`config.mk`:
```
export PLATFORM = sky130hd
export DESIGN_NAME = ysyx_24110006_axi_arbiter_flat
export DESIGN_NICKNAME = d
export VERILOG_FILES = /design/src/rtl/ysyx_24110006_axi_arbiter_pkg.sv /design/src/rtl/ysyx_24110006_axi_arbiter_if.sv /design/src/rtl/ysyx_24110006_rr_pick.sv /design/src/rtl/ysyx_24110006_axi_arbiter.sv /design/src/flat_wrapper.sv
export SDC_FILE = /design/constraint.sdc
export NUM_CORES = 1
export LEC_CHECK = 0
export BUFFER_PORTS_ARGS = -buffer_cell sky130_fd_sc_hd__buf_2
export CAP_MARGIN = 5
export CORE_AREA = 4 4 184 186
export DETAILED_ROUTE_END_ITERATION = 6
export DIE_AREA = 0 0 188 190
export GPL_TIMING_DRIVEN = 1
export RECOVER_POWER = 100
export REMOVE_ABC_BUFFERS = 1
export SLEW_MARGIN = 20
export SYNTH_ARGS = -nofsm -noshare
export SYNTH_HDL_FRONTEND = slang
export SYNTH_SLANG_ARGS = --single-unit
```
`constraint.sdc`:
```
create_clock -name i_clock -period 2.6 [get_ports i_clock]
set_input_delay 0.39 -clock i_clock [delete_from_list [all_inputs] [get_ports i_clock]]
set_output_delay 0.39 -clock i_clock [all_outputs]
set_load 0.03 [all_outputs]
```
`src/rtl/ysyx_24110006_axi_arbiter_pkg.sv`:
```
// ysyx_24110006_axi_arbiter_pkg: shared AXI widths, master indices and FSM state encoding
// Ports: none (package only).
package ysyx_24110006_axi_arbiter_pkg;
    localparam int ADDR_W  = 32;
    localparam int DATA_W  = 32;
    localparam int ID_W    = 4;
    localparam int LEN_W   = 8;
    localparam int SIZE_W  = 3;
    localparam int BURST_W = 2;
    localparam int RESP_W  = 2;
    localparam int STRB_W  = 4;

    localparam logic M_IFU = 1'b0;
    localparam logic M_LSU = 1'b1;

    typedef enum logic [1:0] {
        IDLE = 2'd0,
        RD0  = 2'd1,
        RD1  = 2'd2,
        WR1  = 2'd3
    } state_t;
endpackage

```
`src/rtl/ysyx_24110006_axi_arbiter_if.sv`:
```
// ysyx_24110006_axi_arbiter_if: one AXI4 port (AR, R, AW, W, B channels)
// Modports: master (drives requests), slave (answers requests),
//           rd_slave (read-only slave view used for the instruction fetch port).
interface ysyx_24110006_axi_arbiter_if;
    import ysyx_24110006_axi_arbiter_pkg::*;

    logic [ADDR_W-1:0]  araddr;
    logic               arvalid;
    logic               arready;
    logic [ID_W-1:0]    arid;
    logic [LEN_W-1:0]   arlen;
    logic [SIZE_W-1:0]  arsize;
    logic [BURST_W-1:0] arburst;

    logic [DATA_W-1:0]  rdata;
    logic [RESP_W-1:0]  rresp;
    logic               rlast;
    logic [ID_W-1:0]    rid;
    logic               rvalid;
    logic               rready;

    logic [ADDR_W-1:0]  awaddr;
    logic               awvalid;
    logic               awready;
    logic [ID_W-1:0]    awid;
    logic [LEN_W-1:0]   awlen;
    logic [SIZE_W-1:0]  awsize;
    logic [BURST_W-1:0] awburst;

    logic [DATA_W-1:0]  wdata;
    logic [STRB_W-1:0]  wstrb;
    logic               wlast;
    logic               wvalid;
    logic               wready;

    logic [RESP_W-1:0]  bresp;
    logic [ID_W-1:0]    bid;
    logic               bvalid;
    logic               bready;

    modport master (
        output araddr, arvalid, arid, arlen, arsize, arburst, input arready,
        input rdata, rresp, rlast, rid, rvalid, output rready,
        output awaddr, awvalid, awid, awlen, awsize, awburst, input awready,
        output wdata, wstrb, wlast, wvalid, input wready,
        input bresp, bid, bvalid, output bready
    );

    modport slave (
        input araddr, arvalid, arid, arlen, arsize, arburst, output arready,
        output rdata, rresp, rlast, rid, rvalid, input rready,
        input awaddr, awvalid, awid, awlen, awsize, awburst, output awready,
        input wdata, wstrb, wlast, wvalid, output wready,
        output bresp, bid, bvalid, input bready
    );

    modport rd_slave (
        input araddr, arvalid, arid, arlen, arsize, arburst, output arready,
        output rdata, rresp, rlast, rid, rvalid, input rready
    );
endinterface

```
`src/rtl/ysyx_24110006_rr_pick.sv`:
```
// ysyx_24110006_rr_pick: combinational 2-way round-robin pick
// Ports: req0/req1 requests, last_grant previously served master, pick chosen master index.
module ysyx_24110006_rr_pick
    import ysyx_24110006_axi_arbiter_pkg::*;
(
    input  logic req0,
    input  logic req1,
    input  logic last_grant,
    output logic pick
);
    // On a tie the master not served last wins; otherwise the lone requester.
    assign pick = (req0 && req1) ? ~last_grant : (req1 ? M_LSU : M_IFU);
endmodule

```
`src/rtl/ysyx_24110006_axi_arbiter.sv`:
```
// ysyx_24110006_axi_arbiter: two-master one-slave AXI4 arbiter, one transaction at a time
// Ports: i_clock, i_reset_n (sync, active-low), m0 (IFU, read-only), m1 (LSU, read/write),
//        s (shared slave port), o_busy (high while a transaction is granted).
module ysyx_24110006_axi_arbiter
    import ysyx_24110006_axi_arbiter_pkg::*;
(
    input  logic                                 i_clock,
    input  logic                                 i_reset_n,
    ysyx_24110006_axi_arbiter_if.rd_slave        m0,
    ysyx_24110006_axi_arbiter_if.slave           m1,
    ysyx_24110006_axi_arbiter_if.master          s,
    output logic                                 o_busy
);
    state_t state;
    logic   last_grant;
    logic   pick;
    logic   rd0, rd1, wr1, m1_req, r_done, b_done;

    assign rd0    = state == RD0;
    assign rd1    = state == RD1;
    assign wr1    = state == WR1;
    assign m1_req = m1.arvalid || m1.awvalid;
    assign r_done = s.rvalid && s.rready && s.rlast;
    assign b_done = s.bvalid && s.bready;

    ysyx_24110006_rr_pick u_pick (
        .req0       (m0.arvalid),
        .req1       (m1_req),
        .last_grant (last_grant),
        .pick       (pick)
    );

    always_ff @(posedge i_clock) begin
        if (!i_reset_n) begin
            state      <= IDLE;
            last_grant <= M_IFU;
            o_busy     <= 1'b0;
        end else if (state == IDLE) begin
            if (m0.arvalid || m1_req) begin
                // An LSU that raises both AR and AW is served as a read first.
                state      <= (pick == M_IFU) ? RD0 : (m1.arvalid ? RD1 : WR1);
                last_grant <= pick;
                o_busy     <= 1'b1;
            end
        end else if (((rd0 || rd1) && r_done) || (wr1 && b_done)) begin
            state  <= IDLE;
            o_busy <= 1'b0;
        end
    end

    // Slave-side AR / R
    assign s.araddr  = rd0 ? m0.araddr  : (rd1 ? m1.araddr  : '0);
    assign s.arid    = rd0 ? m0.arid    : (rd1 ? m1.arid    : '0);
    assign s.arlen   = rd0 ? m0.arlen   : (rd1 ? m1.arlen   : '0);
    assign s.arsize  = rd0 ? m0.arsize  : (rd1 ? m1.arsize  : '0);
    assign s.arburst = rd0 ? m0.arburst : (rd1 ? m1.arburst : '0);
    assign s.arvalid = (rd0 && m0.arvalid) || (rd1 && m1.arvalid);
    assign s.rready  = (rd0 && m0.rready)  || (rd1 && m1.rready);

    // Slave-side AW / W / B
    assign s.awaddr  = wr1 ? m1.awaddr  : '0;
    assign s.awid    = wr1 ? m1.awid    : '0;
    assign s.awlen   = wr1 ? m1.awlen   : '0;
    assign s.awsize  = wr1 ? m1.awsize  : '0;
    assign s.awburst = wr1 ? m1.awburst : '0;
    assign s.awvalid = wr1 && m1.awvalid;
    assign s.wdata   = wr1 ? m1.wdata   : '0;
    assign s.wstrb   = wr1 ? m1.wstrb   : '0;
    assign s.wlast   = wr1 && m1.wlast;
    assign s.wvalid  = wr1 && m1.wvalid;
    assign s.bready  = wr1 && m1.bready;

    // IFU return path
    assign m0.arready = rd0 && s.arready;
    assign m0.rvalid  = rd0 && s.rvalid;
    assign m0.rdata   = rd0 ? s.rdata : '0;
    assign m0.rresp   = rd0 ? s.rresp : '0;
    assign m0.rlast   = rd0 && s.rlast;
    assign m0.rid     = rd0 ? s.rid   : '0;

    // LSU return path
    assign m1.arready = rd1 && s.arready;
    assign m1.rvalid  = rd1 && s.rvalid;
    assign m1.rdata   = rd1 ? s.rdata : '0;
    assign m1.rresp   = rd1 ? s.rresp : '0;
    assign m1.rlast   = rd1 && s.rlast;
    assign m1.rid     = rd1 ? s.rid   : '0;
    assign m1.awready = wr1 && s.awready;
    assign m1.wready  = wr1 && s.wready;
    assign m1.bvalid  = wr1 && s.bvalid;
    assign m1.bresp   = wr1 ? s.bresp : '0;
    assign m1.bid     = wr1 ? s.bid   : '0;
endmodule

```
`src/flat_wrapper.sv`:
```
// flat-port wrapper written by rule: the top's interface ports become plain ports
module ysyx_24110006_axi_arbiter_flat import ysyx_24110006_axi_arbiter_pkg::*;
  (i_clock, i_reset_n, o_busy, m0_araddr, m0_arvalid, m0_arid, m0_arlen, m0_arsize, m0_arburst, m0_arready, m0_rdata, m0_rresp, m0_rlast, m0_rid, m0_rvalid, m0_rready, m1_araddr, m1_arvalid, m1_arid, m1_arlen, m1_arsize, m1_arburst, m1_arready, m1_rdata, m1_rresp, m1_rlast, m1_rid, m1_rvalid, m1_rready, m1_awaddr, m1_awvalid, m1_awid, m1_awlen, m1_awsize, m1_awburst, m1_awready, m1_wdata, m1_wstrb, m1_wlast, m1_wvalid, m1_wready, m1_bresp, m1_bid, m1_bvalid, m1_bready, s_araddr, s_arvalid, s_arid, s_arlen, s_arsize, s_arburst, s_arready, s_rdata, s_rresp, s_rlast, s_rid, s_rvalid, s_rready, s_awaddr, s_awvalid, s_awid, s_awlen, s_awsize, s_awburst, s_awready, s_wdata, s_wstrb, s_wlast, s_wvalid, s_wready, s_bresp, s_bid, s_bvalid, s_bready);
  ysyx_24110006_axi_arbiter_if m0_i ();
  ysyx_24110006_axi_arbiter_if m1_i ();
  ysyx_24110006_axi_arbiter_if s_i ();
  input  logic i_clock;
  input  logic i_reset_n;
  output logic o_busy;
  input wire logic [$bits(m0_i.araddr)-1:0] m0_araddr;
  input wire logic [$bits(m0_i.arvalid)-1:0] m0_arvalid;
  input wire logic [$bits(m0_i.arid)-1:0] m0_arid;
  input wire logic [$bits(m0_i.arlen)-1:0] m0_arlen;
  input wire logic [$bits(m0_i.arsize)-1:0] m0_arsize;
  input wire logic [$bits(m0_i.arburst)-1:0] m0_arburst;
  output wire logic [$bits(m0_i.arready)-1:0] m0_arready;
  output wire logic [$bits(m0_i.rdata)-1:0] m0_rdata;
  output wire logic [$bits(m0_i.rresp)-1:0] m0_rresp;
  output wire logic [$bits(m0_i.rlast)-1:0] m0_rlast;
  output wire logic [$bits(m0_i.rid)-1:0] m0_rid;
  output wire logic [$bits(m0_i.rvalid)-1:0] m0_rvalid;
  input wire logic [$bits(m0_i.rready)-1:0] m0_rready;
  input wire logic [$bits(m1_i.araddr)-1:0] m1_araddr;
  input wire logic [$bits(m1_i.arvalid)-1:0] m1_arvalid;
  input wire logic [$bits(m1_i.arid)-1:0] m1_arid;
  input wire logic [$bits(m1_i.arlen)-1:0] m1_arlen;
  input wire logic [$bits(m1_i.arsize)-1:0] m1_arsize;
  input wire logic [$bits(m1_i.arburst)-1:0] m1_arburst;
  output wire logic [$bits(m1_i.arready)-1:0] m1_arready;
  output wire logic [$bits(m1_i.rdata)-1:0] m1_rdata;
  output wire logic [$bits(m1_i.rresp)-1:0] m1_rresp;
  output wire logic [$bits(m1_i.rlast)-1:0] m1_rlast;
  output wire logic [$bits(m1_i.rid)-1:0] m1_rid;
  output wire logic [$bits(m1_i.rvalid)-1:0] m1_rvalid;
  input wire logic [$bits(m1_i.rready)-1:0] m1_rready;
  input wire logic [$bits(m1_i.awaddr)-1:0] m1_awaddr;
  input wire logic [$bits(m1_i.awvalid)-1:0] m1_awvalid;
  input wire logic [$bits(m1_i.awid)-1:0] m1_awid;
  input wire logic [$bits(m1_i.awlen)-1:0] m1_awlen;
  input wire logic [$bits(m1_i.awsize)-1:0] m1_awsize;
  input wire logic [$bits(m1_i.awburst)-1:0] m1_awburst;
  output wire logic [$bits(m1_i.awready)-1:0] m1_awready;
  input wire logic [$bits(m1_i.wdata)-1:0] m1_wdata;
  input wire logic [$bits(m1_i.wstrb)-1:0] m1_wstrb;
  input wire logic [$bits(m1_i.wlast)-1:0] m1_wlast;
  input wire logic [$bits(m1_i.wvalid)-1:0] m1_wvalid;
  output wire logic [$bits(m1_i.wready)-1:0] m1_wready;
  output wire logic [$bits(m1_i.bresp)-1:0] m1_bresp;
  output wire logic [$bits(m1_i.bid)-1:0] m1_bid;
  output wire logic [$bits(m1_i.bvalid)-1:0] m1_bvalid;
  input wire logic [$bits(m1_i.bready)-1:0] m1_bready;
  output wire logic [$bits(s_i.araddr)-1:0] s_araddr;
  output wire logic [$bits(s_i.arvalid)-1:0] s_arvalid;
  output wire logic [$bits(s_i.arid)-1:0] s_arid;
  output wire logic [$bits(s_i.arlen)-1:0] s_arlen;
  output wire logic [$bits(s_i.arsize)-1:0] s_arsize;
  output wire logic [$bits(s_i.arburst)-1:0] s_arburst;
  input wire logic [$bits(s_i.arready)-1:0] s_arready;
  input wire logic [$bits(s_i.rdata)-1:0] s_rdata;
  input wire logic [$bits(s_i.rresp)-1:0] s_rresp;
  input wire logic [$bits(s_i.rlast)-1:0] s_rlast;
  input wire logic [$bits(s_i.rid)-1:0] s_rid;
  input wire logic [$bits(s_i.rvalid)-1:0] s_rvalid;
  output wire logic [$bits(s_i.rready)-1:0] s_rready;
  output wire logic [$bits(s_i.awaddr)-1:0] s_awaddr;
  output wire logic [$bits(s_i.awvalid)-1:0] s_awvalid;
  output wire logic [$bits(s_i.awid)-1:0] s_awid;
  output wire logic [$bits(s_i.awlen)-1:0] s_awlen;
  output wire logic [$bits(s_i.awsize)-1:0] s_awsize;
  output wire logic [$bits(s_i.awburst)-1:0] s_awburst;
  input wire logic [$bits(s_i.awready)-1:0] s_awready;
  output wire logic [$bits(s_i.wdata)-1:0] s_wdata;
  output wire logic [$bits(s_i.wstrb)-1:0] s_wstrb;
  output wire logic [$bits(s_i.wlast)-1:0] s_wlast;
  output wire logic [$bits(s_i.wvalid)-1:0] s_wvalid;
  input wire logic [$bits(s_i.wready)-1:0] s_wready;
  input wire logic [$bits(s_i.bresp)-1:0] s_bresp;
  input wire logic [$bits(s_i.bid)-1:0] s_bid;
  input wire logic [$bits(s_i.bvalid)-1:0] s_bvalid;
  output wire logic [$bits(s_i.bready)-1:0] s_bready;
  assign m0_i.araddr = m0_araddr;
  assign m0_i.arvalid = m0_arvalid;
  assign m0_i.arid = m0_arid;
  assign m0_i.arlen = m0_arlen;
  assign m0_i.arsize = m0_arsize;
  assign m0_i.arburst = m0_arburst;
  assign m0_arready = m0_i.arready;
  assign m0_rdata = m0_i.rdata;
  assign m0_rresp = m0_i.rresp;
  assign m0_rlast = m0_i.rlast;
  assign m0_rid = m0_i.rid;
  assign m0_rvalid = m0_i.rvalid;
  assign m0_i.rready = m0_rready;
  assign m1_i.araddr = m1_araddr;
  assign m1_i.arvalid = m1_arvalid;
  assign m1_i.arid = m1_arid;
  assign m1_i.arlen = m1_arlen;
  assign m1_i.arsize = m1_arsize;
  assign m1_i.arburst = m1_arburst;
  assign m1_arready = m1_i.arready;
  assign m1_rdata = m1_i.rdata;
  assign m1_rresp = m1_i.rresp;
  assign m1_rlast = m1_i.rlast;
  assign m1_rid = m1_i.rid;
  assign m1_rvalid = m1_i.rvalid;
  assign m1_i.rready = m1_rready;
  assign m1_i.awaddr = m1_awaddr;
  assign m1_i.awvalid = m1_awvalid;
  assign m1_i.awid = m1_awid;
  assign m1_i.awlen = m1_awlen;
  assign m1_i.awsize = m1_awsize;
  assign m1_i.awburst = m1_awburst;
  assign m1_awready = m1_i.awready;
  assign m1_i.wdata = m1_wdata;
  assign m1_i.wstrb = m1_wstrb;
  assign m1_i.wlast = m1_wlast;
  assign m1_i.wvalid = m1_wvalid;
  assign m1_wready = m1_i.wready;
  assign m1_bresp = m1_i.bresp;
  assign m1_bid = m1_i.bid;
  assign m1_bvalid = m1_i.bvalid;
  assign m1_i.bready = m1_bready;
  assign s_araddr = s_i.araddr;
  assign s_arvalid = s_i.arvalid;
  assign s_arid = s_i.arid;
  assign s_arlen = s_i.arlen;
  assign s_arsize = s_i.arsize;
  assign s_arburst = s_i.arburst;
  assign s_i.arready = s_arready;
  assign s_i.rdata = s_rdata;
  assign s_i.rresp = s_rresp;
  assign s_i.rlast = s_rlast;
  assign s_i.rid = s_rid;
  assign s_i.rvalid = s_rvalid;
  assign s_rready = s_i.rready;
  assign s_awaddr = s_i.awaddr;
  assign s_awvalid = s_i.awvalid;
  assign s_awid = s_i.awid;
  assign s_awlen = s_i.awlen;
  assign s_awsize = s_i.awsize;
  assign s_awburst = s_i.awburst;
  assign s_i.awready = s_awready;
  assign s_wdata = s_i.wdata;
  assign s_wstrb = s_i.wstrb;
  assign s_wlast = s_i.wlast;
  assign s_wvalid = s_i.wvalid;
  assign s_i.wready = s_wready;
  assign s_i.bresp = s_bresp;
  assign s_i.bid = s_bid;
  assign s_i.bvalid = s_bvalid;
  assign s_bready = s_i.bready;
  ysyx_24110006_axi_arbiter u_core (.i_clock(i_clock), .i_reset_n(i_reset_n), .m0(m0_i), .m1(m1_i), .s(s_i), .o_busy(o_busy));
endmodule
```
**Word-level counts from Yosys, hierarchy flattened**

Index checks and enable logic that the tools add are counted.
Widths: inputs -> output; s select.

- Logic and storage cells: 76
- Output and inout port bits: 232
- Memory bits (read-only): 0
- Latch bits: 0
- Memories kept: 0
- Memory bits (writable): 0
- Bits of input ports: 243
- Register bits after elaboration: 4

- Bitwise gates (word level): 1
- Reduce and logical (&&, ||, !) cells: 33
- Mux-type cells: 35
- $mul: 0
- Eq/ne operators: 4
- Add/subtract/negate cells: 0
- Shifts and indexed selects: 0
- Div/mod/pow operators: 0
- $lt $le $gt $ge: 0

Operators by type and width:

| kind | number |
|---|---|
| $mux 32 | 6 |
| $mux 4 | 7 |
| $mux 8 | 3 |
| $logic_and 1x1->1 | 23 |
| $mux 2 | 10 |
| $mux 3 | 3 |
| $logic_or 1x1->1 | 6 |
| $mux 1 | 6 |
| $eq 2x2->1 const B | 2 |
| $reduce_and 2->1 | 2 |
| $eq 2x1->1 const B | 1 |
| $logic_not 2->1 | 1 |
| $ne 2x2->1 const B | 1 |
| $reduce_bool 2->1 | 1 |
| $not 1->1 | 1 |

**Depth between registers and ports, before layout**

Gate-level depths: netlist of the first run.

- Word-level depth: 9
- Gate-level depth with buffers: 7
- Mapped depth without buffers: 5

**By module**

Synthesis of the first run repeated with hierarchy kept, for this count alone.

- Cell total of the unflattened synthesis: 393
- Area total of the unflattened synthesis: 2,162.1 um^2

Modules (own cells, without submodules):

| module | sequential area each (um^2) | area each (um^2) | cells an instance | times used |
|---|---|---|---|---|
| ysyx_24110006_axi_arbiter | 80.1 | 2,150.8 | 392 | 1 |
| ysyx_24110006_rr_pick | 0.0 | 11.3 | 1 | 1 |

**Least setup slack after synthesis of the first run**

OpenSTA, ideal clock, no wires.

- Path kind: register to output
- Start point: register u_core.state[1]
- End point: output s_araddr[26]
- Setup slack: 439 ps
- Stages on the path, launching flop included: 7
- Buffers on the path: 3
- Required time: 2,210 ps
- Arrival time: 1,771 ps
- Cell sequence: dfxtp_1 -> inv_1 -> ha_1 -> buf_2 -> buf_2 -> clkbuf_1 -> o21ai_0

- Longest elaborated chain between the ends: 3
- Elaborated cells between the ends (all ways): 4
- Classes of those cells: eq/ne (2); mux (2)

RTL lines:

| item | line | RTL |
|---|---|---|
| start, declared | ysyx_24110006_axi_arbiter.sv:14 | `state_t state;` |
| start signal, assigned | ysyx_24110006_axi_arbiter.sv:41 | `state <= (pick == M_IFU) ? RD0 : (m1.arvalid ? RD1 : WR1);` |
| $eq 2x2->1 | ysyx_24110006_axi_arbiter.sv:20 | `assign rd1 = state == RD1;` |
| $mux 32 | ysyx_24110006_axi_arbiter.sv:52 | `assign s.araddr = rd0 ? m0.araddr : (rd1 ? m1.araddr : '0);` |
| $mux 32 (*) | ysyx_24110006_axi_arbiter.sv:52 |  |
| end, declared | flat_wrapper.sv:52 | `output wire logic [$bits(s_i.araddr)-1:0] s_araddr;` |

Mark *: on every way between the ends. The rest lies on a longest branch, timed or not.

**Worst setup path after layout of the first run**

- Start point: register u_core.state[0]
- End point: output s_arid[1]

- Longest elaborated chain between the ends: 3
- Elaborated cells between the ends (all ways): 4
- Classes of those cells: eq/ne (2); mux (2)

RTL lines:

| item | line | RTL |
|---|---|---|
| $eq 2x2->1 | ysyx_24110006_axi_arbiter.sv:20 |  |
| $mux 4 | ysyx_24110006_axi_arbiter.sv:53 | `assign s.arid = rd0 ? m0.arid : (rd1 ? m1.arid : '0);` |
| $mux 4 (*) | ysyx_24110006_axi_arbiter.sv:53 |  |
| end, declared | flat_wrapper.sv:54 | `output wire logic [$bits(s_i.arid)-1:0] s_arid;` |

Marked as above.

==> results by stage, run 1 <==
Outcome:
- The flow ran to the end, and the final reports show no timing, DRC or antenna violations.

Timing:
- The number of endpoints with negative hold slack in the final report is 0.
- At the pin with the least slew margin, the transition time is 0.632 ns.
- Setup slack on the critical path of the routed design comes to 0.195 ns.
- Setup repair after global routing left no endpoint under its margin.
- The max-slew violation count was 0.
- The final critical path time including I/O delays and setup is 2.40 ns.
- In this run the tightest slew margin relative to its limit is 57.9%.
- Setup violations remaining at the end of the flow were counted as 0.
- The clock arrives with 0.00352 ns of skew.
- The top achievable clock speed is 0.416 GHz.
- After layout, the worst path uses 92.5% of the clock period.

Route:
- The detail route stage leaves a number of antenna-violating nets equal to 0.
- Using the TritonRoute via totals, the vias-per-cell ratio works out to 3.23.
- The routed wire length per instance is 11.2 µm.
- The number of violations reported at the end of detailed-routing iteration 0 is 124.
- The first-pass iteration count of the detailed router is 4.
- Detailed routing inserted a total of 4123 vias.
- Summed over all layers, the routed wires come to 14300 µm.
- After detailed routing, the number of remaining DRC violations is 0.

Clock network:
- The clock tree buffer depth is 2.
- TritonCTS built the clock tree.
- After clock tree synthesis, the clock-pin slew on the worst setup and hold paths is 0.03 ns.
- Clock tree synthesis inserted a total of 3 buffers.
- The count of hold buffers inserted by post-cts repair is 0.
- In this run the clock root is driven by a sky130_fd_sc_hd__clkbuf_16.
- The clock insertion delay at the later pin of the skew report is 0.22 ns.
- The tree built by TritonCTS fans out to 4 sinks.
- CTS built an H-tree with a depth of 1.

Logic synthesis:
- The average cell area after synthesis is 5.56 µm².
- The number of standard cells after synthesis is 384.
- The count of unique library cells instantiated by Yosys is 21.
- The mux share of post-synthesis cell area is 0%.
- During synthesis, Yosys emitted a total of 0 warnings.
- The most used flip-flop cell after synthesis is sky130_fd_sc_hd__dfxtp_1.
- The fraction of synthesized cell area in xor and xnor cells is 0%.
- The proportion of netlist area held by the largest area contributor is 52.7%.
- After synthesis the cells add up to 0.00214 mm².
- The most area-hungry cell type in the Yosys netlist is sky130_fd_sc_hd__and2_1.
- Yosys mapped a number of flops with a built-in enable equal to 0.
- Yosys instantiated no cell more often than sky130_fd_sc_hd__and2_1.
- The adder-cell share of the synthesized area is 2.34%.
- The number of flip-flops and latches in the synthesized netlist is 4.
- The simple-gate portion of the synthesized area is 70.3%.
- After synthesis, flip-flops and latches occupy 3.75% of the total area.
- The share of synthesized registers carrying an async set or reset is 0%.
- Sorting the synthesized cells by area gives the leading types as sky130_fd_sc_hd__and2_1, sky130_fd_sc_hd__nand2_1, sky130_fd_sc_hd__o21ai_0.
- By area, the combinational part of the netlist is dominated by simple AND/OR/NAND/NOR gates.
- Summing the areas of all compound-gate instances in the mapped netlist gives 16.3% of the synthesized area.
- By count the netlist is led by sky130_fd_sc_hd__and2_1, sky130_fd_sc_hd__nand2_1, sky130_fd_sc_hd__o21ai_0, sky130_fd_sc_hd__clkbuf_1.

Final layout:
- The net count of the finished layout is 1083.
- Cells fill 15.3% of the core in the end.
- The share of cells above drive strength 1 is 40.5%.
- The final antenna diode count is 0.
- The fill cell instance count of the final layout is 3808.
- From synthesis to final layout, the design area changed by 131%.

Worst setup path:
- For flop-to-flop paths, the worst setup slack is 0.79 ns.
- The startpoint identified for the worst register-to-register timing path is u_core.state[0].
- In this run the worst path has a maximum fanout of 52.
- The category of the worst setup path capture point is an output port.
- The worst reg-to-reg path cell count is 5.
- The sort of element at the start of the critical path is a register.
- STA puts the critical path data required time at 2.21 ns.
- The worst register-to-register path ends at u_core.state[0].
- The critical path is of the reg2out type.
- At the worst endpoint, the arrival time is 2.01 ns.

GRT:
- The all-layer global routing usage is 6.79%.
- The first global-routing pass estimated 19900 µm of wire.
- The number of antenna violations at the first check in global routing came to 2.
- Entering global routing, the biggest net connects 99 pins.
- The number of global-route vias before repair is 3863.
- Summed over all layers, the global routing overflow is 0.

Power and ir drop:
- The worst ir drop on vdd is 0.188 mV.
- The ratio of total power to cell area is 487 mW/mm².
- The cell leakage power is 2.43 nW.

Placed design:
- Buffers placed on the I/O ports in this run total 474.
- The pre-CTS worst setup slack is 0.278 ns.
- Summed over all nets, the half-perimeter wirelength after detailed placement is 12500 µm.
- The congestion estimate from routability-driven global placement came to 0.800.

Floorplan:
- The total I/O pin count is 475.
- In this run the vertical extent of the chip is 190 µm.
- The cell row count is 66.
- The floorplan core area is 0.0323 mm².
- Once the floorplan was initialized, standard cells occupied 6.61% of the core.
- The width of the die is 188 µm.
- The area of the die is 0.0357 mm².

Hold path:
- The min-delay analysis places its worst path in the category reg2reg.
- The worst hold path endpoint is u_core.o_busy.
- The launch instance of the worst min-delay path is u_core.o_busy.
- The worst hold path stage count is 2.

Run:
- The count of max-cap constraint violations is 0.
## cell type report
| type | instances | area [µm²] | share of cell area, % |
|---|---|---|---|
| Timing Repair Buffer | 482 | 2280 | 46.2 |
| Tap cell | 442 | 553 | 11.2 |
| Clock buffer | 3 | 75.1 | 1.52 |
| Inverter | 4 | 15.0 | 0.305 |
| Multi-Input combinational cell | 341 | 1930 | 39.1 |
| Sequential cell | 4 | 80.1 | 1.63 |
## cells by family (layout without fill, tap and decap cells)
family	after synthesis	count (layout)
AO/OA/AOI/OAI	60	60
flip-flops	4	4
buffers and inverters	39	489
adder cells (fa/ha/maj)	4	4
AND/OR/NAND/NOR	277	277
## state kept, by name, indices dropped and copies added (netlist names)
register,flops
u_core.state,2
u_core.last_grant,1
u_core.o_busy,1
## critical path, stage by stage (launching register included)
cell and delay, ns:
sky130_fd_sc_hd__dfxtp_1 0.35, sky130_fd_sc_hd__inv_1 0.14, sky130_fd_sc_hd__ha_4 0.39, sky130_fd_sc_hd__buf_12 0.26, sky130_fd_sc_hd__nand2_1 0.08, sky130_fd_sc_hd__o21ai_0 0.17, sky130_fd_sc_hd__clkbuf_1 0.33
## where the power goes
group / switching, W / leakage (nW) / internal, W
clock network: 0.0000417 / 0.0370 / 0.000196
logic: 0.00147 / 2.36 / 0.000597
registers: 0.0000156 / 0.0334 / 0.0000759
## worst max-delay path by stage
stage / startpoint / end / slack [ns]
finish: u_core.state[0] / s_arid[1] / 0.20
global route: u_core.state[1] / m0_rdata[24] / 0.05
CTS: u_core.state[0] / s_araddr[23] / 0.03
detailed placement: u_core.state[0] / s_araddr[23] / 0.28
global placement: u_core.state[0] / s_araddr[23] / 0.38
floorplan: u_core.state[1] / s_araddr[0] / -0.99
## layout by cell type (no fill, tap or decap), types with 2 or more instances in the layout
| cell | count |
|---|---|
| sky130_fd_sc_hd__ha_1 | 2 |
| sky130_fd_sc_hd__nor2b_1 | 2 |
| sky130_fd_sc_hd__clkbuf_16 | 3 |
| sky130_fd_sc_hd__and2_0 | 39 |
| sky130_fd_sc_hd__clkbuf_2 | 38 |
| sky130_fd_sc_hd__nor2_1 | 3 |
| sky130_fd_sc_hd__dfxtp_1 | 4 |
| sky130_fd_sc_hd__clkbuf_1 | 148 |
| sky130_fd_sc_hd__o21ai_0 | 44 |
| sky130_fd_sc_hd__inv_1 | 4 |
| sky130_fd_sc_hd__and2_1 | 141 |
| sky130_fd_sc_hd__buf_2 | 290 |
| sky130_fd_sc_hd__nand2_1 | 91 |
| sky130_fd_sc_hd__ha_4 | 2 |
| sky130_fd_sc_hd__buf_4 | 2 |
| sky130_fd_sc_hd__a22o_1 | 7 |
| sky130_fd_sc_hd__buf_12 | 3 |
## per-stage QoR
step,setup TNS (ns),hold slack (ns),power (W),instances,instance area (µm²)
5_1_grt,0,0.479,0.00259,1276,4920
3_3_place_gp,0,0.441,0.00222,1273,5040
4_1_cts,0,0.448,0.00249,1276,5110
6_report,0,0.451,0.00240,1276,4920
2_1_floorplan,-72.93,0.461,0.00145,349,2000
3_5_place_dp,0,0.443,0.00225,1273,5040
## per-layer routing
metal / global-route usage [%] / vias to the layer above / wire [µm]
met1: 7.89 / 1764 / 5390
met4: 0.649 / 0 / 44
met5: 0 / - / 0
li1: - / 2098 / -
met3: 1.41 / 2 / 1370
met2: 13.2 / 259 / 7530
## what timing repair did
item | CTS | global route
hold endpoints to repair | 0 | 0
endpoints found under the setup margin | 0 | 36
setup buffers | 0 | 0
resized for setup | 0 | 1
No activity file was read; power rests on OpenSTA's default activity.
==> inputs of run 2 (changes only) <==
- CORE_AREA: 4 4 184 186 -> 4 4 180 182
- DIE_AREA: 0 0 188 190 -> 0 0 184 186
- SYNTH_HIERARCHICAL: not set -> 1
==> results by stage, run 2 <==
Floorplan:
- The floorplan core area is 0.0306 mm² (was 0.0323 mm²).
- The cell row count is 64 (was 66).
- The initial core utilization is 7.07% (was 6.61%).
- The total I/O pin count came to 475 (unchanged).
- The area of the die is 0.0342 mm² (was 0.0357 mm²).
- The chip height is 186 µm (was 190 µm).
- The width of the die is 184 µm (was 188 µm).

Clock network:
- The count of hold buffers inserted by post-cts repair is 0 (unchanged).
- The root cell of the clock tree is sky130_fd_sc_hd__clkbuf_16 (unchanged).
- The number of buffers inserted by post-CTS setup repair is 0 (unchanged).
- The post-CTS resize count is 0 (unchanged).
- The CTS tree is built (unchanged).
- The count of clock tree sinks is 4 (unchanged).
- The clock tree buffer depth is 2 (unchanged).
- The clock-pin slew reported for the worst setup and hold paths after clock tree synthesis is 0.03 ns (about the same).
- The number of CTS-inserted buffers is 3 (unchanged).
- The total number of H-tree levels came to 1 (unchanged).
- The clock insertion delay at the later pin of the skew report is 0.23 ns (was 0.22 ns).

Timing:
- The number of setup violations in the final report is 0 (unchanged).
- The post-layout worst setup margin is 0.225 ns (was 0.195 ns).
- The setup TNS is 0 ns (unchanged).
- The number of endpoints with negative hold slack in the final report is 0 (unchanged).
- The final critical path time including I/O delays and setup was 2.38 ns (was 2.40 ns).
- The final setup skew is 0.00283 ns (was 0.00352 ns).
- The slew of the pin with the lowest slew margin is 0.643 ns (was 0.632 ns).
- Unrepaired setup endpoints after global routing: false (unchanged).
- The fraction of the cycle the final worst path needs was 91.3% (was 92.5%).
- The top achievable clock speed was 0.421 GHz (was 0.416 GHz).
- The max-slew violation count is 0 (unchanged).
- The relative max-transition margin is 57.2% (was 57.9%).

Worst setup path:
- The required time of the worst setup path is 2.21 ns (about the same).
- The setup slack on the worst flop-to-flop path is 0.63 ns (was 0.79 ns).
- CP cell instances: inv_1 > ha_2 > buf_12 > buf_4 > nand2_1 > o21ai_0 > clkbuf_1 (was inv_1 > ha_4 > buf_12 > nand2_1 > o21ai_0 > clkbuf_1).
- The worst reg-to-reg path cell count is 6 (was 5).
- The worst flop-to-flop path endpoint is u_core/state[1] (was u_core.state[0]).
- The critical path arrival is 1.99 ns (was 2.01 ns).
- The worst setup path category is reg2out (unchanged).
- The critical path launch point was u_core/state[0] (was u_core.state[0]).
- The delay contributed by the slowest stage of the critical path is 0.35 ns (was 0.39 ns).
- The category of the worst setup path capture point is an output port (unchanged).
- The total buffers and inverters traversed by the critical path is 4 (was 3).
- The cell at the slowest stage of the critical path is sky130_fd_sc_hd__dfxtp_1 (was sky130_fd_sc_hd__ha_4).
- The top fanout value on the critical path was 63 (was 52).
- The sort of element at the start of the critical path is a register (unchanged).
- The kind of cell adding the most delay to the critical path is buffers and inverters (unchanged).
- The start of the worst register-to-register path is u_core/state[1] (was u_core.state[0]).

Placed design:
- The placer congestion estimate is 0.835 (was 0.800).
- The number of buffers inserted by port buffering is 474 (unchanged).
- The pre-CTS worst setup slack is 0.561 ns (was 0.278 ns).
- The placed wire-length estimate after detailed placement is 12700 µm (was 12500 µm).

GRT:
- The global-route congestion overflow total is 0 (unchanged).
- The number of global-route vias before repair is 3606 (was 3863).
- The largest net degree at the start of global routing is 99 (unchanged).
- The number of antenna violations at the first check in global routing is 1 (was 2).
- The global-route wire length before repair is 19100 µm (was 19900 µm).
- The all-layer global routing usage is 6.76% (was 6.79%).

Hold path:
- The launch instance of the worst min-delay path is i_reset_n (was u_core.o_busy).
- The class of the most critical hold timing path is in2reg (was reg2reg).
- The worst hold path endpoint is u_core/last_grant (was u_core.o_busy).
- The worst hold path stage count is 3 (was 2).

Power and ir drop:
- The part of the power in registers is 3.6% (was 3.8%).
- The total net switching power is 0.00160 W (was 0.00153 W).
- The worst ir drop on vdd is 0.201 mV (was 0.188 mV).
- The overall power after layout is 0.00246 W (was 0.00240 W).
- The ratio of total power to cell area came to 509 mW/mm² (was 487 mW/mm²).
- The part of the power in combinational logic is 86.5% (was 86.3%).
- The clock network power share is 9.8% (was 9.9%).
- The proportion of total power due to net switching was 65.0% (was 63.7%).
- The internal power is 0.000859 W (was 0.000870 W).
- The cell leakage power is 2.32 nW (was 2.43 nW).

Logic synthesis:
- The most used flip-flop cell after synthesis is sky130_fd_sc_hd__dfxtp_1 (unchanged).
- The share of synthesized registers carrying an async set or reset is 0% (unchanged).
- The total of warnings raised by yosys is 6 (was 0).
- The number of flip-flops and latches in the synthesized netlist is 4 (unchanged).
- The adder-cell share of the synthesized area is 2.31% (was 2.34%).
- The number of synthesized flops with an enable pin is 0 (unchanged).
- The main combinational cell family by area after synthesis is simple AND/OR/NAND/NOR gates (unchanged).
- The proportion of netlist area held by the largest area contributor is 52.1% (was 52.7%).
- Ranking of synthesized cells by area: sky130_fd_sc_hd__and2_1, sky130_fd_sc_hd__nand2_1, sky130_fd_sc_hd__o21ai_0 (unchanged).
- The mux share of post-synthesis cell area was 0.463% (was 0%).
- The sequential-to-total area share from yosys stat is 3.70% (was 3.75%).
- The count of unique library cells instantiated by Yosys is 21 (unchanged).
- The number of standard cells after synthesis was 393 (was 384).
- The most area-hungry cell type in the Yosys netlist is sky130_fd_sc_hd__and2_1 (unchanged).
- The average cell area after synthesis is 5.50 µm² (was 5.56 µm²).
- The simple-gate portion of the synthesized area is 71.5% (was 70.3%).
- The fraction of synthesized cell area in xor and xnor cells came to 0% (unchanged).
- The most instantiated library cell after synthesis is sky130_fd_sc_hd__and2_1 (unchanged).
- Most numerous cell types in the synthesized netlist: sky130_fd_sc_hd__and2_1, sky130_fd_sc_hd__nand2_1, sky130_fd_sc_hd__o21ai_0, sky130_fd_sc_hd__clkbuf_1, sky130_fd_sc_hd__buf_2 (was sky130_fd_sc_hd__and2_1, sky130_fd_sc_hd__nand2_1, sky130_fd_sc_hd__o21ai_0, sky130_fd_sc_hd__clkbuf_1).
- The compound-gate portion of the synthesized area was 14.6% (was 16.3%).
- The area of the mapped netlist is 0.00216 mm² (was 0.00214 mm²).

Route:
- The number of vias in the routed layout is 4135 (was 4123).
- The vias per cell is 3.33 (was 3.23).
- The first-pass iteration count of the detailed router was 4 (unchanged).
- The routed wire length per instance is 11.7 µm (was 11.2 µm).
- The residual antenna-violating net count after detailed routing is 0 (unchanged).
- The final routed DRC violation total was 0 (unchanged).
- The number of violations reported at the end of detailed-routing iteration 0 is 143 (was 124).
- The routed wire length was 14500 µm (was 14300 µm).

Final layout:
- The number of flip-flops in the largest register is 2 (unchanged).
- The final antenna diode count is 0 (unchanged).
- The net total in the final layout is 1093 (was 1083).
- The top register by number of flip-flops is u_core/state (was u_core.state).
- The most frequent standard cell in the layout excluding fill and tap cells is sky130_fd_sc_hd__buf_2 (unchanged).
- The layout overhead on the synthesized area was 123% (was 131%).
- The share of cells above drive strength 1 is 36.0% (was 40.5%).
- Commonest cells after routing, fill and taps aside: sky130_fd_sc_hd__buf_2, sky130_fd_sc_hd__clkbuf_1, sky130_fd_sc_hd__and2_1 (unchanged).
- Top Registers: u_core/state: 2 flops, u_core/last_grant: 1 flops, u_core/o_busy: 1 flops (was u_core.state: 2 flops, u_core.last_grant: 1 flops, u_core.o_busy: 1 flops).

Run:
- The count of max-cap constraint violations is 0 (unchanged).

Outcome:
- Run status: complete, no violations (unchanged).
## run 2: changes by cell type after synthesis, moves of 4 or more
cell                       previous run  this run
sky130_fd_sc_hd__buf_2                7        11
sky130_fd_sc_hd__clkbuf_1            28        24
sky130_fd_sc_hd__nand2_1             91       101
sky130_fd_sc_hd__o21ai_0             44        49
sky130_fd_sc_hd__a22o_1               7         2
## run 2: how the worst max path moves through the flow
| stage | end | slack, ns | cells after the start |
|---|---|---|---|
| 2_1_floorplan | s_araddr[0] | -1.04 | 3 |
| 3_3_place_gp | s_araddr[16] | 0.61 | 7 |
| 3_5_place_dp | s_araddr[8] | 0.56 | 7 |
| 4_1_cts | s_araddr[8] | 0.32 | 7 |
| 5_1_grt | s_araddr[17] | 0.10 | 7 |
| 6_report | s_araddr[17] | 0.22 | 7 |
## run 2: cells by family after synthesis
| kind of cell | Yosys count |
|---|---|
| and+or+nand+nor | 288 |
| DFF | 4 |
| AOI/OAI and AO/OA | 57 |
| adders and majority gates | 4 |
| muxes | 1 |
| buffers and inverters | 39 |
## run 2: layout make-up
cell class / instances / area, µm²
clock buffer: 3 / 75.1
fill: 3653 / 25800
inverter: 4 / 15.0
multi-input combinational: 350 / 1940
sequential: 4 / 80.1
tap: 396 / 495
timing repair buffer: 483 / 2220
## run 2: layer usage
layer | vias to the layer above | routed length (µm) | GRT usage [%]
met4 | 0 | 34 | 0.355
met3 | 5 | 1400 | 0.997
met5 | - | 0 | 0
li1 | 2121 | - | -
met2 | 224 | 7270 | 11.7
met1 | 1785 | 5820 | 9.39
## run 2: stage by stage
step | utilization, % | area, µm² | hold WS (ns) | std cells
floorplan | - | 2020 | 0.480 | 358
global placement | 16.3 | 4990 | 0.444 | 1237
detailed placement | 16.3 | 4990 | 0.441 | 1237
CTS | 16.6 | 5070 | 0.445 | 1240
global route | 15.8 | 4830 | 0.469 | 1240
finish | 15.8 | 4830 | 0.454 | 1240
## run 2: power by group through the flow
stage	logic, W	registers [W]	clock network (W)
finish	0.00213	0.0000888	0.000242
CTS	0.00225	0.0000893	0.000247
floorplan	0.00143	0.0000925	0
detailed placement	0.00224	0.0000901	0
global placement	0.00223	0.0000897	0
global route	0.00228	0.0000922	0.000252
## run 2: worst register-to-register path, stage by stage (launching register included)
cell                       delay [ns]
sky130_fd_sc_hd__dfxtp_1         0.36
sky130_fd_sc_hd__inv_1           0.10
sky130_fd_sc_hd__ha_4            0.27
sky130_fd_sc_hd__clkbuf_2        0.32
sky130_fd_sc_hd__a22o_1          0.29
sky130_fd_sc_hd__a221o_1         0.38
sky130_fd_sc_hd__o22ai_2         0.18
==> inputs of run 3 (changes only) <==
- CAP_MARGIN: 5 -> 30
- CTS_BUF_LIST: not set -> sky130_fd_sc_hd__clkbuf_4
==> results by stage, run 3 (synthesized netlist as in run 2, its figures left out) <==
Outcome:
- Run status: complete, no violations (unchanged).

Timing:
- The final critical path time including I/O delays and setup was 2.38 ns (about the same).
- The slew of the pin with the lowest slew margin is 0.645 ns (was 0.643 ns).
- The post-layout worst setup margin is 0.219 ns (was 0.225 ns).
- The fraction of the cycle the final worst path needs is 91.6% (was 91.3%).
- The number of setup violations in the final report came to 0 (unchanged).
- The setup TNS is 0 ns (unchanged).
- The relative max-transition margin was 57.0% (was 57.2%).
- The final setup skew is 0.00286 ns (was 0.00283 ns).
- The final worst hold slack is 0.440 ns (was 0.454 ns).
- The number of endpoints with negative hold slack in the final report came to 0 (unchanged).
- The top achievable clock speed came to 0.420 GHz (was 0.421 GHz).
- The max-slew violation count came to 0 (unchanged).
- Unrepaired setup endpoints after global routing: false (unchanged).

Floorplan:
- The chip height came to 186 µm (unchanged).
- The area of the die was 0.0342 mm² (unchanged).
- The total I/O pin count came to 475 (unchanged).
- The floorplan core area is 0.0306 mm² (unchanged).
- The width of the die is 184 µm (unchanged).
- The cell row count came to 64 (unchanged).
- The initial core utilization is 7.07% (unchanged).

Clock network:
- The total number of H-tree levels is 1 (unchanged).
- The count of clock tree sinks is 4 (unchanged).
- The number of CTS-inserted buffers is 3 (unchanged).
- The root cell of the clock tree is sky130_fd_sc_hd__clkbuf_4 (was sky130_fd_sc_hd__clkbuf_16).
- The clock-pin slew reported for the worst setup and hold paths after clock tree synthesis was 0.04 ns (was 0.03 ns).
- The post-CTS resize count is 0 (unchanged).
- The clock insertion delay at the later pin of the skew report was 0.24 ns (was 0.23 ns).
- The clock tree buffer depth is 2 (unchanged).
- The CTS tree is built (unchanged).
- The number of buffers inserted by post-CTS setup repair is 0 (unchanged).
- The count of hold buffers inserted by post-cts repair is 0 (unchanged).

Placed design:
- The pre-CTS worst setup slack came to 0.561 ns (unchanged).
- The number of placed instances, taps included is 1237 (unchanged).
- The placer congestion estimate is 0.835 (unchanged).
- The number of buffers inserted by port buffering came to 474 (unchanged).
- The placed wire-length estimate after detailed placement is 12700 µm (unchanged).
- The cell area after placement was 0.00499 mm² (unchanged).

Final layout:
- Commonest cells after routing, fill and taps aside: sky130_fd_sc_hd__buf_2, sky130_fd_sc_hd__clkbuf_1, sky130_fd_sc_hd__and2_1 (unchanged).
- The top register by number of flip-flops is u_core/state (unchanged).
- The net total in the final layout is 1093 (unchanged).
- The layout overhead on the synthesized area is 121% (was 123%).
- The cell area after layout is 0.00478 mm² (was 0.00483 mm²).
- The post-layout instance count excluding filler cells was 1240 (unchanged).
- The most frequent standard cell in the layout excluding fill and tap cells is sky130_fd_sc_hd__buf_2 (unchanged).
- The share of cells above drive strength 1 was 36.5% (was 36.0%).
- The number of flip-flops in the largest register is 2 (unchanged).
- The fill cell instance count of the final layout is 3652 (was 3653).
- The final antenna diode count is 0 (unchanged).
- Top Registers: u_core/state: 2 flops, u_core/last_grant: 1 flops, u_core/o_busy: 1 flops (unchanged).

Worst setup path:
- The worst reg-to-reg path cell count is 6 (unchanged).
- The start of the worst register-to-register path is u_core/state[1] (unchanged).
- The critical path arrival came to 1.99 ns (about the same).
- The setup slack on the worst flop-to-flop path is 0.63 ns (about the same).
- The top fanout value on the critical path is 63 (unchanged).
- The worst flop-to-flop path endpoint is u_core/state[1] (unchanged).
- The cell at the slowest stage of the critical path is sky130_fd_sc_hd__dfxtp_1 (unchanged).
- The delay contributed by the slowest stage of the critical path is 0.35 ns (about the same).
- The worst setup path category was reg2out (unchanged).
- The sort of element at the start of the critical path is a register (unchanged).
- The required time of the worst setup path came to 2.21 ns (about the same).
- CP cell instances: inv_1 > ha_2 > buf_12 > buf_4 > nand2_1 > o21ai_0 > clkbuf_1 (unchanged).
- The category of the worst setup path capture point was an output port (unchanged).

Route:
- The number of vias in the routed layout came to 4121 (was 4135).
- The routed wire length per instance came to 11.7 µm (about the same).
- The total met3 wirelength after detailed routing is 1400 µm (unchanged).
- The met2 wirelength from detailed routing came to 7270 µm (about the same).
- The vias per cell is 3.32 (was 3.33).
- The number of violations reported at the end of detailed-routing iteration 0 is 136 (was 143).
- The residual antenna-violating net count after detailed routing came to 0 (unchanged).
- The final routed DRC violation total came to 0 (unchanged).
- The met1 wire length is 5800 µm (was 5820 µm).
- The routed wire length was 14500 µm (about the same).
- The first-pass iteration count of the detailed router came to 4 (unchanged).
- The highest metal layer with signal wires is met4 (unchanged).

GRT:
- The number of antenna violations at the first check in global routing is 1 (unchanged).
- The number of global-route vias before repair was 3600 (was 3606).
- The largest net degree at the start of global routing was 99 (unchanged).
- The global-route wire length before repair is 19000 µm (was 19100 µm).
- The global-route congestion overflow total is 0 (unchanged).
- The all-layer global routing usage is 6.75% (was 6.76%).

Hold path:
- The class of the most critical hold timing path is in2reg (unchanged).
- The worst hold path stage count is 3 (unchanged).
- The worst hold path endpoint is u_core/last_grant (unchanged).
- The launch instance of the worst min-delay path is i_reset_n (unchanged).

Power and ir drop:
- The worst ir drop on vdd was 0.153 mV (was 0.201 mV).
- The ratio of total power to cell area is 480 mW/mm² (was 509 mW/mm²).
- The cell leakage power came to 2.30 nW (was 2.32 nW).

Run:
- The count of max-cap constraint violations is 0 (unchanged).
-- run 3: cell count changes in the layout (fill, tap and decap cells not counted), sizes merged --
cell / delta
buf: -5
clkbuf: +5
-- run 3: layer usage --
metal,track usage [%],up-vias
met5,0,-
met4,0.444,0
met3,0.997,2
met2,11.6,225
met1,9.36,1774
li1,-,2120
-- run 3: layout make-up --
class | instances | area, µm² | area share, %
multi-input combinational | 350 | 1940 | 40.6
timing repair buffer | 483 | 2230 | 46.6
clock buffer | 3 | 22.5 | 0.472
inverter | 4 | 15.0 | 0.314
sequential | 4 | 80.1 | 1.68
tap | 396 | 495 | 10.4
-- run 3: critical path, delay by kind of cell (launching register included) --
| family | cells | cell delay (ns) |
|---|---|---|
| buffers and inverters | 4 | 0.92 |
| DFF | 1 | 0.35 |
| adders and majority gates | 1 | 0.20 |
| AOI/OAI and AO/OA | 1 | 0.18 |
| and+or+nand+nor | 1 | 0.07 |
-- run 3: stage by stage --
stage / total power (W) / util, %
2_1_floorplan: 0.00152 / -
3_3_place_gp: 0.00232 / 16.3
3_5_place_dp: 0.00233 / 16.3
4_1_cts: 0.00242 / 16.4
5_1_grt: 0.00247 / 15.6
6_report: 0.00229 / 15.6
-- run 3: worst max path at each step --
stage	startpoint	endpoint	slack, ns
after global routing	u_core/state[0]	s_araddr[22]	0.09
after detailed placement	u_core/state[0]	s_araddr[8]	0.56
after global placement	u_core/state[0]	s_araddr[16]	0.61
final	u_core/state[0]	s_araddr[8]	0.22
after CTS	u_core/state[0]	s_araddr[8]	0.30
after floorplan	u_core/state[1]	s_araddr[0]	-1.04
-- run 3: where the power goes --
group / internal, W / switching [W] / leakage (nW)
clock network: 0.0000517 / 0.0000264 / 0.0138
logic: 0.000588 / 0.00154 / 2.26
registers: 0.0000759 / 0.0000124 / 0.0333
